[src/rtl/max6675_scheduler.sv]
// max6675_scheduler: read sequencer for the max6675_reader SPI shifter.
// Issues periodic or one-shot reads, enforces the MAX6675 conversion gap,
// decodes frames and exposes results, a threshold alarm and an IRQ on the
// PicoSoC iomem bus (32-byte window at BASE_ADDR).
// Build option: define MAX6675_SCHED_AVG_EN to add a 12-bit IIR average
// (AVG register, alarm compares the average instead of the raw sample).
module max6675_scheduler #(
  parameter int          CLK_HZ    = 50_000_000,
  parameter int          CONV_MS   = 250,
  parameter int          TMO_CYC   = 100_000,
  parameter logic [31:0] BASE_ADDR = 32'h0300_0100
) (
  input  logic        clk,
  input  logic        resetn,
  input  logic        iomem_valid,
  output logic        iomem_ready,
  input  logic [31:0] iomem_addr,
  input  logic [31:0] iomem_wdata,
  input  logic [3:0]  iomem_wstrb,
  output logic [31:0] iomem_rdata,
  output logic        rd_start,
  input  logic        rd_busy,
  input  logic        rd_ready,
  input  logic [15:0] rd_data,
  output logic        irq
);

  // state | meaning
  // IDLE  | waiting for enable or a pending one-shot
  // START | one-cycle rd_start pulse to the reader
  // WAIT  | frame in flight, timeout down-counter running
  // GAP   | conversion gap after CS rises (also the power-up state)
  localparam logic [1:0] S_IDLE  = 2'd0;
  localparam logic [1:0] S_START = 2'd1;
  localparam logic [1:0] S_WAIT  = 2'd2;
  localparam logic [1:0] S_GAP   = 2'd3;

  localparam int CONV_CYC = (CLK_HZ / 1000) * CONV_MS;
  localparam int GAP_W    = $clog2(CONV_CYC + 1);
  localparam int TMO_W    = $clog2(TMO_CYC + 1);
  localparam logic [GAP_W-1:0] GAP_LAST = GAP_W'(CONV_CYC - 1);
  localparam logic [TMO_W-1:0] TMO_LOAD = TMO_W'(TMO_CYC - 1);

  logic [1:0]       state;
  logic [GAP_W-1:0] gap_cnt;
  logic [TMO_W-1:0] tmo_cnt;

  logic        enable, pending, valid, open_tc, alarm, err;
  logic [11:0] temp, thresh, cmp_val;
  logic [15:0] sample_cnt;
  logic [31:0] rd_mux;

  logic       acc, wr, ctrl_wr, thresh_wr;
  logic [2:0] reg_sel;
  logic       oneshot_set, alarm_clr, err_clr;
  logic       start_go, frame_ok, frame_good, timeout;
  logic [11:0] temp_new;
  logic       unused_bits;

  // Bus decode; the !iomem_ready term keeps a held request from being
  // accepted twice while the master sees the acknowledge.
  assign acc       = iomem_valid && (iomem_addr[31:5] == BASE_ADDR[31:5]) && !iomem_ready;
  assign wr        = acc && (iomem_wstrb != 4'b0000);
  assign reg_sel   = iomem_addr[4:2];
  assign ctrl_wr   = wr && (reg_sel == 3'd0) && iomem_wstrb[0];
  assign thresh_wr = wr && (reg_sel == 3'd3);

  assign oneshot_set = ctrl_wr && iomem_wdata[1];
  assign alarm_clr   = ctrl_wr && iomem_wdata[2];
  assign err_clr     = ctrl_wr && iomem_wdata[3];

  assign start_go   = (state == S_IDLE) && (enable || pending) && !rd_busy;
  assign frame_ok   = (state == S_WAIT) && rd_ready;
  assign timeout    = (state == S_WAIT) && !rd_ready && (tmo_cnt == '0);
  assign temp_new   = rd_data[14:3];
  assign frame_good = !rd_data[2];

  assign rd_start = (state == S_START);
  assign irq      = alarm;

  assign unused_bits = ^{iomem_addr[1:0], iomem_wdata[31:12], iomem_wstrb[3:2],
                         rd_data[15], rd_data[1:0]};

  // Sequencer. The gap counter counts up from zero so that the reset value
  // of zero already enforces a full conversion time after power-up.
  always_ff @(posedge clk or negedge resetn) begin
    if (!resetn) begin
      state   <= S_GAP;
      gap_cnt <= '0;
      tmo_cnt <= '0;
    end else begin
      case (state)
        S_IDLE: begin
          if (start_go) state <= S_START;
        end
        S_START: begin
          tmo_cnt <= TMO_LOAD;
          state   <= S_WAIT;
        end
        S_WAIT: begin
          if (rd_ready || tmo_cnt == '0) begin
            gap_cnt <= '0;
            state   <= S_GAP;
          end else begin
            tmo_cnt <= tmo_cnt - TMO_W'(1);
          end
        end
        default: begin
          if (gap_cnt == GAP_LAST) state <= S_IDLE;
          else                     gap_cnt <= gap_cnt + GAP_W'(1);
        end
      endcase
    end
  end

  // Control and threshold registers; a one-shot written in the same cycle
  // the sequencer launches a read is absorbed by that read.
  always_ff @(posedge clk or negedge resetn) begin
    if (!resetn) begin
      enable  <= 1'b0;
      pending <= 1'b0;
      thresh  <= 12'hFFF;
    end else begin
      if (ctrl_wr) enable <= iomem_wdata[0];
      if (start_go)         pending <= 1'b0;
      else if (oneshot_set) pending <= 1'b1;
      if (thresh_wr && iomem_wstrb[0]) thresh[7:0]  <= iomem_wdata[7:0];
      if (thresh_wr && iomem_wstrb[1]) thresh[11:8] <= iomem_wdata[11:8];
    end
  end

`ifdef MAX6675_SCHED_AVG_EN
  logic [11:0]        avg, avg_next;
  logic signed [12:0] avg_diff, avg_step, avg_sum;
  logic               unused_avg;

  // IIR step in 13-bit signed arithmetic; the arithmetic shift floors.
  always_comb begin
    avg_diff = $signed({1'b0, temp_new}) - $signed({1'b0, avg});
    avg_step = avg_diff >>> 2;
    avg_sum  = $signed({1'b0, avg}) + avg_step;
    avg_next = valid ? avg_sum[11:0] : temp_new;
  end

  assign unused_avg = avg_sum[12];
  assign cmp_val    = avg_next;

  // Average register; the first good sample (valid still 0) seeds it.
  always_ff @(posedge clk or negedge resetn) begin
    if (!resetn)                      avg <= 12'h000;
    else if (frame_ok && frame_good)  avg <= avg_next;
  end
`else
  assign cmp_val = temp_new;
`endif

  // Frame results and sticky flags; a set beats a W1 clear in the same cycle.
  always_ff @(posedge clk or negedge resetn) begin
    if (!resetn) begin
      valid      <= 1'b0;
      open_tc    <= 1'b0;
      temp       <= 12'h000;
      sample_cnt <= 16'h0000;
      alarm      <= 1'b0;
      err        <= 1'b0;
    end else begin
      if (frame_ok) begin
        sample_cnt <= sample_cnt + 16'd1;
        if (frame_good) begin
          temp    <= temp_new;
          valid   <= 1'b1;
          open_tc <= 1'b0;
        end else begin
          open_tc <= 1'b1;
        end
      end
      if (frame_ok && frame_good && (cmp_val >= thresh)) alarm <= 1'b1;
      else if (alarm_clr)                                alarm <= 1'b0;
      if (timeout)      err <= 1'b1;
      else if (err_clr) err <= 1'b0;
    end
  end

  // Read mux.
  always_comb begin
    rd_mux = 32'h0;
    case (reg_sel)
      3'd0: rd_mux = {30'h0, pending, enable};
      3'd1: rd_mux = {27'h0, err, alarm, open_tc, valid, state != S_IDLE};
      3'd2: rd_mux = {20'h0, temp};
      3'd3: rd_mux = {20'h0, thresh};
      3'd4: rd_mux = {16'h0, sample_cnt};
`ifdef MAX6675_SCHED_AVG_EN
      3'd5: rd_mux = {20'h0, avg};
`endif
      default: rd_mux = 32'h0;
    endcase
  end

  // Registered bus response: one-cycle acknowledge, zero data when idle.
  always_ff @(posedge clk or negedge resetn) begin
    if (!resetn) begin
      iomem_ready <= 1'b0;
      iomem_rdata <= 32'h0;
    end else begin
      iomem_ready <= acc;
      iomem_rdata <= acc ? rd_mux : 32'h0;
    end
  end

endmodule

[config.mk]
export PLATFORM = sky130hd
export DESIGN_NAME = max6675_scheduler
export DESIGN_NICKNAME = d
export VERILOG_FILES = /design/src/rtl/max6675_scheduler.sv
export SDC_FILE = /design/constraint.sdc
export NUM_CORES = 1
export LEC_CHECK = 0
export ABC_AREA = 1
export CELL_PAD_IN_SITES_DETAIL_PLACEMENT = 1
export CELL_PAD_IN_SITES_GLOBAL_PLACEMENT = 2
export CORE_ASPECT_RATIO = 1.5
export CORE_MARGIN = 2
export CORE_UTILIZATION = 32
export DETAILED_ROUTE_END_ITERATION = 8
export PLACE_DENSITY = 0.84
export SLEW_MARGIN = 25
export SYNTH_ARGS = -nofsm -noshare
export SYNTH_HDL_FRONTEND = slang
export SYNTH_SLANG_ARGS = --single-unit
[constraint.sdc]
create_clock -name clk -period 3.2 [get_ports clk]
set_input_delay 0.64 -clock clk [delete_from_list [all_inputs] [get_ports clk]]
set_output_delay 0.64 -clock clk [all_outputs]
set_load 0.02 [all_outputs]
# Yosys cells after proc, flatten, opt, wreduce, memory -nomap -nowiden
# Cells that the tools add are included.
# classes
n_addsub,3
n_lt_le_gt_ge,1
reduce_logical,39
mux,18
n_eq_ne,12
bitwise,2
# ops
operator,n
one-hot mux 16 bit (5 select lines),1
two-way mux 24 bit,2
one-hot mux 24 bit (2 select lines),1
one-hot mux 17 bit (2 select lines),1
two-way mux 32 bit,1
== test 27 x 21 -> 1 bit (second input constant),1
adder 24 x 1 -> 24 bit (second input constant),1
== test 24 bit (second input constant),1
logical AND 1 bit,18
zero test 17 bit,1
two-way mux 17 bit,1
subtractor 17 x 1 -> 17 bit (second input constant),1
adder 16 x 1 -> 16 bit (second input constant),1
greater-or-equal comparator 12 bit,1
nonzero test 2 bit,5
nonzero test 4 bit,2
two-way mux 1 bit,7
== test 3 x 2 -> 1 bit (second input constant),2
two-way mux 2 bit,3
inequality test 2 bit (second input constant),3
one-hot mux 2 bit (3 select lines),1
AND reduction 3 bit,2
zero test 1 bit,4
AND reduction 2 bit,2
10 further kinds,12
# totals
input_bits,89
register_bits,122
out_inout_bits,35
wordCells,90

# Longest topological paths before layout
# logic_depth
depth_word,9
ltp_mapped,13

# Least setup slack after synthesis
# Ideal clock, no wire load.
# synth_path
path_type,register to register
from,register state[0]
to,register gap_cnt[18]
path_stages_with_launch,11
n_path_buf,2
path_slack_ns,1.399
t_arrival_ns,1.683
period_less_slack_ns,1.801
cell_sequence,dfstp_2 inv_1 ha_1 buf_4 inv_1 nor2_4 a21boi_4 nand2_4 buf_12 nand2_1 o21ai_2
# synth_between
elab_chain_cells,4
elab_cells_between_ends,9
# synth_lines
element,line,source
start: declaration,44,logic [1:0] state;
start signal: assignment,88,state <= S_GAP;
start signal: assignment,94,if (start_go) state <= S_START;
start signal: assignment,98,state <= S_WAIT;
== test 2 x 1 -> 1 bit or zero test 2 bit (tied branches),92,case (state)
OR reduction 2 bit (no line),--,
inverter 1 bit (no line),--,
AND reduction 3 bit (no line),--,
end signal: assignment,110,else gap_cnt <= gap_cnt + GAP_W'(1);
end: declaration,45,logic [GAP_W-1:0] gap_cnt;
# Parallel ways exist; a longest one is shown, timed or not.
# A chain may end at the register's enable or synchronous reset.

# Worst setup path in the final report
# layout_path
from,register state[0]
to,register tmo_cnt[16]
# layout_between
elab_chain_cells,3
elab_cells_between_ends,6
# layout_lines
element,line,source
== test 2 bit or == test 2 x 1 -> 1 bit (tied branches),92,
inequality test 2 bit (no line) or nonzero test 2 bit (tied branches),--,
AND reduction 2 bit (no line),--,
end signal: assignment,105,tmo_cnt <= tmo_cnt - TMO_W'(1);
end: declaration,46,logic [TMO_W-1:0] tmo_cnt;
# Parallel ways exist; a longest one is shown, timed or not.

==> results.sh <==
export IMPL_cp_max_fo=25
export IMPL_gp_congestion=0.817
export IMPL_first_iter_violations=276
export IMPL_path_clk_slew_ns=0.07
export IMPL_layout_drive_gt1_share_pct=7.86
export IMPL_final_antenna_net_count=0
export IMPL_powerDensity_nw_per_um2=549
export IMPL_num_rows=63
export IMPL_antenna_found_initial=0
export IMPL_area_growth_pct=20.0
export IMPL_cp_required_ns=3.41
export IMPL_port_buffers=80
export IMPL_period_needed_ns=2.49
export IMPL_synthAdderAreaFrac_pct=3.93
export IMPL_grt_use_total_pct=17.6
export IMPL_post_cts_resized=0
export IMPL_drv_cap=0
export IMPL_min_path_type="in2async"
export IMPL_core_um2=19600
export IMPL_nFillCells=2409
export IMPL_die_y_um=177
export IMPL_synth_top_family_by_area="simple AND/OR/NAND/NOR gates"
export IMPL_nets=1033
export IMPL_io_pins=124
export IMPL_synthCells=845
export IMPL_routedWlPerCell_um=14.9
export IMPL_avgSynthCellArea_um2=7.53
export IMPL_tritoncts="yes"
export IMPL_worst_setup_path_type="reg2reg"
export IMPL_num_antenna_cells=0
export IMPL_htreeDepth=3
export IMPL_status="complete, no violations"
export IMPL_slew_headroom_pct=59.3
export IMPL_synth_xor_area_share_pct=4.54
export IMPL_setup_tns_final_ns=0
export IMPL_clock_skew_ns=0.0142
export IMPL_cellLeakagePower_nw=3.40
export IMPL_firstDrtPassIters=4
export IMPL_clk_path_buf_depth=2
export IMPL_ir_worst_vdd_v=0.000267
export IMPL_drv_slew=0
export IMPL_worstMarginPinSlew_ns=0.610
export IMPL_cp_start_kind="flip-flop"
export IMPL_finalWorstSetupSlack_ns=0.715
export IMPL_ys_async_sr_fraction_pct=100
export IMPL_place_ws_ns=0.633
export IMPL_hold_viol_final=0
export IMPL_synth_compound_area_share_pct=6.70
export IMPL_seqCellArea_um2=2670
export IMPL_multi_input_area_um2=3170
export IMPL_grt_pass1_vias=5725
export IMPL_num_vias=5556
export IMPL_rsz0062_at_grt="no"
export IMPL_clock_latency_ns=0.36
export IMPL_synth_edf_count=0
export IMPL_die_x_um=119
export IMPL_fmax_mhz=402
export IMPL_postCtsHoldBufs=0
export IMPL_crit_arrival_ns=2.70
export IMPL_cts_sinks=106
export IMPL_whs_ns=0.278
export IMPL_yosysWarnings=0
export IMPL_period_share_pct=77.7
export IMPL_post_cts_buffers=0
export IMPL_cts_inserted_buffers=9
export IMPL_synthSimpleGateAreaFrac_pct=33.7
export IMPL_drcViolationCount=0
export IMPL_fp_dieArea_um2=21100
export IMPL_via_per_inst=4.67
export IMPL_placedInstanceArea_um2=7340
export IMPL_finalSetupViolCount=0
export IMPL_synth_area_um2=6360
export IMPL_muxShareOfSynthArea_pct=0
export IMPL_ys_ff_latch=106
export IMPL_start_util_pct=32.4
export IMPL_ys_seq_area_share_pct=42.0
export IMPL_synth_distinct_cells=43
export IMPL_grt_pass1_wl_um=29000
export IMPL_root_buffer="clkbuf_16"
export IMPL_routed_wl_um=17700
export IMPL_grt_max_degree=51
export IMPL_ys_flop_type="dfrtp_1"
export IMPL_end_kind="flip-flop"
export IMPL_stdcell_area_um2=7640
export IMPL_dp_hpwl_um=13700
export IMPL_grt_remaining_overflow=0
[registers in the layout, indices dropped and copies added (netlist names)]
name / flops
open_tc: 1
thresh: 12
temp: 12
enable: 1
tmo_cnt: 17
iomem_ready: 1
iomem_rdata: 16
sample_cnt: 16
irq: 1
gap_cnt: 24
err: 1
pending: 1
state: 2
valid: 1
[Yosys cell counts, types with 2 or more instances]
master / instances / area [um2]
a21oi_1: 14 / 70.1
nor3_2: 2 / 20.0
nor2_1: 109 / 409
dfstp_2: 14 / 368
ha_1: 20 / 250
a31oi_1: 6 / 37.5
nand3_1: 43 / 215
clkinv_1: 2 / 7.51
or2_2: 2 / 12.5
nor3_1: 15 / 75.1
buf_2: 3 / 15.0
nand2_1: 277 / 1040
nor2_2: 7 / 43.8
buf_6: 4 / 45.0
o21ai_1: 8 / 40.0
nand4_1: 14 / 87.6
clkbuf_1: 5 / 18.8
buf_4: 17 / 128
o21ai_2: 7 / 61.3
xnor2_1: 12 / 105
o22ai_1: 4 / 25.0
nand3b_1: 6 / 45.0
xor2_1: 21 / 184
nand2_2: 3 / 18.8
o21ai_0: 30 / 150
nor2_4: 6 / 67.6
dfrtp_1: 92 / 2300
inv_1: 83 / 312
nand2_4: 5 / 56.3
[area by class of cell]
class                           instances  share of cell area [%]
Clock buffer                           13                    3.54
Clock inverter                          3                   0.311
Sequential cell                       106                    35.0
Tap cell                              260                    4.26
Timing Repair Buffer                   85                    11.1
Multi-Input combinational cell        635                    41.5
Inverter                               87                    4.32
[critical path: stages (launching register included)]
cell     delay (ns)
dfstp_2        0.57
inv_1          0.07
ha_1           0.23
inv_1          0.37
nand2_1        0.46
nand2_4        0.39
nand3_1        0.11
nand2_1        0.07
nand3_1        0.07
[placed cells by master (no fill, tap or decap), drive strengths merged]
cell / instances
a221oi: 1
clkbuf: 13
a211oi: 1
a21oi: 14
o21ai: 45
dfrtp: 92
nand3: 45
clkinvlp: 2
nor3: 17
xor2: 21
or2: 3
buf: 6
o21a: 1
o22ai: 4
nor2: 123
dfstp: 14
clkinv: 4
xnor2: 12
nand4: 14
a21boi: 1
nand2: 285
inv: 84
ha: 20
nand3b: 6
a31oi: 6
clkdlybuf4s50: 79
conb: 16
[layer usage]
layer  up-vias  part of all wire, %  track usage [%]
li1       2783                    -                -
met1      2690                   40             19.5
met2        67                   56             34.1
met3        16                  2.2             2.61
met4         0                  1.3             5.36
met5         -                    0                0
[through the flow]
step                cells  power [mW]  utilization [%]
global placement     1173        3.08             37.4
global route         1189        4.51             38.9
finish               1189        4.19             38.9
detailed placement   1173        3.13             37.4
CTS                  1189        4.27             38.9
floorplan             860        2.79                -
[report_power, final]
group / total [mW] / switching, mW / internal, mW
Clock: 1.12 / 0.523 / 0.595
Sequential: 1.73 / 0.174 / 1.56
Combinational: 1.34 / 0.906 / 0.435
Total: 4.19 / 1.60 / 2.59
[cell families after synthesis]
logic type | after synthesis
AO/OA/AOI/OAI | 73
XOR/XNOR | 33
adder cells (fa/ha/maj) | 20
buffers and inverters | 119
flip-flops | 106
other | 1
AND/OR/NAND/NOR | 493
[path summary, 6_finish.rpt]
path | from | endpoint | slack [ns] | cells after the start
max | state[0] | tmo_cnt[16] | 0.71 | 8
min | resetn | iomem_rdata[9] | 0.28 | 1
max reg2reg | state[0] | tmo_cnt[16] | 0.71 | 8
min reg2reg | valid | valid | 0.46 | 2
max in group asynchronous | resetn | thresh[5] | 2.19 | 2
min in group clk | valid | valid | 0.46 | 2
Power figures use the tool's default switching activity.
